### config.mk
export PLATFORM = sky130hd
export DESIGN_NAME = add_1_bit
export DESIGN_NICKNAME = d
export VERILOG_FILES = /design/src/rtl/add_1_bit_pkg.sv /design/src/rtl/full_adder_cell.sv /design/src/rtl/add_1_bit.sv
export SDC_FILE = /design/constraint.sdc
export NUM_CORES = 1
export LEC_CHECK = 0
export CELL_PAD_IN_SITES_DETAIL_PLACEMENT = 0
export CELL_PAD_IN_SITES_GLOBAL_PLACEMENT = 1
export CORE_AREA = 3 3 40 42
export DETAILED_ROUTE_END_ITERATION = 8
export DIE_AREA = 0 0 43 45
export GPL_ROUTABILITY_DRIVEN = 0
export PLACE_DENSITY = 0.55
export SLEW_MARGIN = 30
export SYNTH_ARGS = -nofsm -noshare
export SYNTH_HDL_FRONTEND = slang
export SYNTH_SLANG_ARGS = --single-unit
### constraint.sdc
create_clock -name clk -period 1.7 [get_ports clk]
set_input_delay 0.255 -clock clk [delete_from_list [all_inputs] [get_ports clk]]
set_output_delay 0.255 -clock clk [all_outputs]
set_load 0.005 [all_outputs]
### src/rtl/add_1_bit_pkg.sv
// rtl/add_1_bit_pkg.sv - shared types and limits for the registered 1-bit adder
package add_1_bit_pkg;

  localparam int ADD_1_BIT_MAX_LATENCY = 4;

  typedef struct packed {
    logic c1;
    logic s;
  } sum_carry_t;

endpackage

### src/rtl/full_adder_cell.sv
// rtl/full_adder_cell.sv - combinational 1-bit full adder leaf
module full_adder_cell (
  input  logic a,
  input  logic b,
  input  logic cin,
  output logic s,
  output logic cout
);

  assign s    = a ^ b ^ cin;
  assign cout = (a & b) | (a & cin) | (b & cin);

endmodule

### src/rtl/add_1_bit.sv
// rtl/add_1_bit.sv - registered full adder with valid pipeline and bit-serial carry chaining
module add_1_bit
  import add_1_bit_pkg::*;
#(
  parameter int LATENCY = 1
) (
  input  logic clk,
  input  logic rst,
  input  logic in_valid,
  input  logic a,
  input  logic b,
  input  logic c0,
  input  logic chain_en,
  input  logic chain_first,
  output logic s,
  output logic c1,
  output logic out_valid
);

  if (LATENCY < 1 || LATENCY > ADD_1_BIT_MAX_LATENCY) begin : g_bad_latency
    $error("add_1_bit: LATENCY must be in 1..%0d", ADD_1_BIT_MAX_LATENCY);
  end

  logic       carry_q;
  logic       cin;
  logic       s_comb;
  logic       c_comb;

  // Only a non-first chained beat consumes the stored carry.
  assign cin = (chain_en && !chain_first) ? carry_q : c0;

  full_adder_cell u_cell (
    .a    (a),
    .b    (b),
    .cin  (cin),
    .s    (s_comb),
    .cout (c_comb)
  );

  always_ff @(posedge clk or posedge rst) begin
    if (rst) begin
      carry_q <= 1'b0;
    end else if (in_valid && chain_en) begin
      carry_q <= c_comb;
    end
  end

  logic       [LATENCY:0] v_chain;
  sum_carry_t [LATENCY:0] d_chain;

  assign v_chain[0] = in_valid;
  assign d_chain[0] = '{c1: c_comb, s: s_comb};

  for (genvar i = 0; i < LATENCY; i++) begin : g_stage
    logic       valid_q;
    sum_carry_t data_q;

    // Data only advances with a valid beat so outputs hold the last valid result.
    always_ff @(posedge clk or posedge rst) begin
      if (rst) begin
        valid_q <= 1'b0;
        data_q  <= '0;
      end else begin
        valid_q <= v_chain[i];
        if (v_chain[i]) begin
          data_q <= d_chain[i];
        end
      end
    end

    assign v_chain[i+1] = valid_q;
    assign d_chain[i+1] = data_q;
  end

  assign out_valid = v_chain[LATENCY];
  assign s         = d_chain[LATENCY].s;
  assign c1        = d_chain[LATENCY].c1;

endmodule

==> results_dict.tcl, run 1 <==
set metrics [dict create \
    status "complete, no violations" \
    rsz0062_at_grt "no" \
    setup_tns_ns 0 \
    synthSimpleGateAreaFrac 0.0552 \
    arrival_ns 1.61 \
    fin_util 0.257 \
    synth_top_area_cell "dfrtp_1" \
    power.density_mw_per_mm2 905 \
    synth_top_area_frac 0.552 \
    diodes 0 \
    drc_errors 0 \
    vias_per_cell 3.49 \
    hold_viol 0 \
    gr-usage-all-layers 0.0503 \
    synth_compound_area_frac 0.0897 \
    power_leakage_nw 0.154 \
    clk_pin_slew_ns 0.04 \
    core_mm2 0.00128 \
    cts_inserted_buffers 3 \
    yosys_warnings 0 \
    clockBufferDepth 2 \
    wirelength_um 401 \
    setup_viol 0 \
    vias 157 \
    slew_headroom 0.846 \
    maxSlewViolCount 0 \
    synthesis.area_um2 181 \
    postSynthCellCount 16 \
    grt_max_degree 7 \
    p_total_w 0.000299 \
    synth_top_family_by_area "adder cells" \
    insertion_delay_ns 0.23 \
    layout_min_cycle_time_ns 1.46 \
    ys_seq_area_frac 0.552 \
    clock_skew_ns 0.00107 \
    htreeDepth 1 \
    numPortBuffers 10 \
    min_period_over_period 0.860 \
    cap_viol_max_count 0 \
    worstPathCellList "clkdlybuf4s50_1, nand2b_1, mux2i_1, fa_1, mux2i_1" \
    placed_cell_area_um2 308 \
    rows 13 \
    cp_slowest_cell "clkdlybuf4s50_1" \
    ys_ff_latch 4 \
    die_h_um 45 \
    worstSetupEndpointType "register" \
    gr-total-overflow 0 \
    root_buffer "clkbuf_4" \
    drt-initial-drc-count 3 \
    worst_path_largest_cell_delay_ns 0.46 \
    hold_buffers 0 \
    start_kind "input port" \
    path_class "input port to register" \
    syn_avg_cell_area_um2 11.3 \
    fin_nets 41 \
    start_util 0.141 \
    final_area_um2 330 \
    ios 11 \
    grt_pass1_wl_um 641 \
    n_fill_cell 144 \
    wl_per_cell_um 8.91 \
    ant_nets 0 \
    synthAdderAreaFrac 0.110 \
    die_w_um 43 \
    cts_tree "built" \
    post_cts_resize_count 0 \
    cts.sinks 4 \
    synthesis.nets 25 \
    worst_path_most_repeated_cell "mux2i_1" \
    antenna_found_initial 0 \
    hold_class "input port to async pin" \
    synth_area_leaders "dfrtp_1 55%, fa_1 11%, mux2i_1 11%" \
    design.die.area_mm2 0.00194 \
    synthMuxAreaShare 0.110 \
    drt_pass1_iterations 4 \
    drive_gt1_frac 0.133 \
    synth_cell_types 8 \
    grt_pass1_vias 168 \
    yosys.area_share.xor_xnor 0 \
    critPathMaxFanout 1 \
    cp.required_ns 1.85 \
    syn_to_final_growth_pct 82.1 \
    fmax_mhz 684 \
    worst_slew_pin_slew_ns 0.230 \
    reg2reg_slack_ns 0.52 \
    postCtsSetupRepairBufs 0 \
    peakVddDrop_mv 0.386 \
]
## worst max-delay path: cells and delay by family
family | cells | cell delay (ns)
and+or+nand+nor | 1 | 0.11
muxes | 2 | 0.36
buffers and inverters | 1 | 0.46
adders and majority gates | 1 | 0.43
## power breakdown
part | switching [W] | leakage (nW) | internal [W] | total, W
clock | 0.0000386 | 0.0138 | 0.0000790 | 0.000118
sequential | 0.00000631 | 0.0454 | 0.000109 | 0.000116
combinational | 0.0000222 | 0.0951 | 0.0000436 | 0.0000658
## logic make-up (layout without fill, tap and decap cells)
kind of cell,after synthesis,in the layout
fa+ha+maj,1,1
compound gates,3,3
buf+inv,4,18
mux,2,2
flops,4,4
simple gates,2,2
## cells in the final DEF (no fill, tap or decap)
| master | instances |
|---|---|
| nand2b_1 | 1 |
| clkdlybuf4s50_1 | 10 |
| a21oi_1 | 2 |
| mux2i_1 | 2 |
| clkbuf_4 | 3 |
| nor2_1 | 1 |
| inv_1 | 4 |
| dfrtp_1 | 4 |
| fa_1 | 1 |
| buf_4 | 1 |
| a31oi_1 | 1 |
## flip-flops by register name, summed over array words and instances (netlist names)
| name | count |
|---|---|
| carry_q | 1 |
| s | 1 |
| out_valid | 1 |
| c1 | 1 |
## layer usage
| metal | up-vias | GRT usage | wire, um |
|---|---|---|---|
| met2 | 10 | 0.0569 | 142 |
| li1 | 79 | - | - |
| met4 | 0 | 0.0542 | 0 |
| met5 | - | 0 | 0 |
| met1 | 68 | 0.0640 | 204 |
| met3 | 0 | 0.0239 | 53 |
## worst paths after layout
kind	to	cells after the start	from
min in group clk	s	2	s
setup / recovery	s	5	chain_first
hold reg to reg	s	2	s
setup reg to reg	s	3	carry_q
hold / removal	c1	2	rst
max in group asynchronous	s	2	rst
## layout make-up
cell class | count | area, um^2 | area share
clock buffer | 3 | 22.5 | 0.0682
inverter | 4 | 15.0 | 0.0455
multi-input combinational | 8 | 66.3 | 0.201
sequential | 4 | 100 | 0.303
tap | 15 | 18.8 | 0.0568
timing repair buffer | 11 | 108 | 0.326
## through the flow
stage	setup WS, ns	cells	hold WS, ns
after floorplan	0.528	16	0.0211
after global placement	0.0219	42	0.451
after detailed placement	-0.0199	42	0.454
after CTS	0.219	45	0.202
after global routing	0.137	45	0.217
final	0.239	45	0.202
## synthesized netlist by cell type
library cell	count
a21oi_1	2
a31oi_1	1
dfrtp_1	4
fa_1	1
inv_1	4
mux2i_1	2
nand2b_1	1
nor2_1	1
Power figures use the tool's default switching activity.
==> run 2: changes to the inputs <==
CAP_MARGIN = 30   (was unset)
==> results of run 2 <==
Final layout, timing and power as in run 1 (identical DEF).
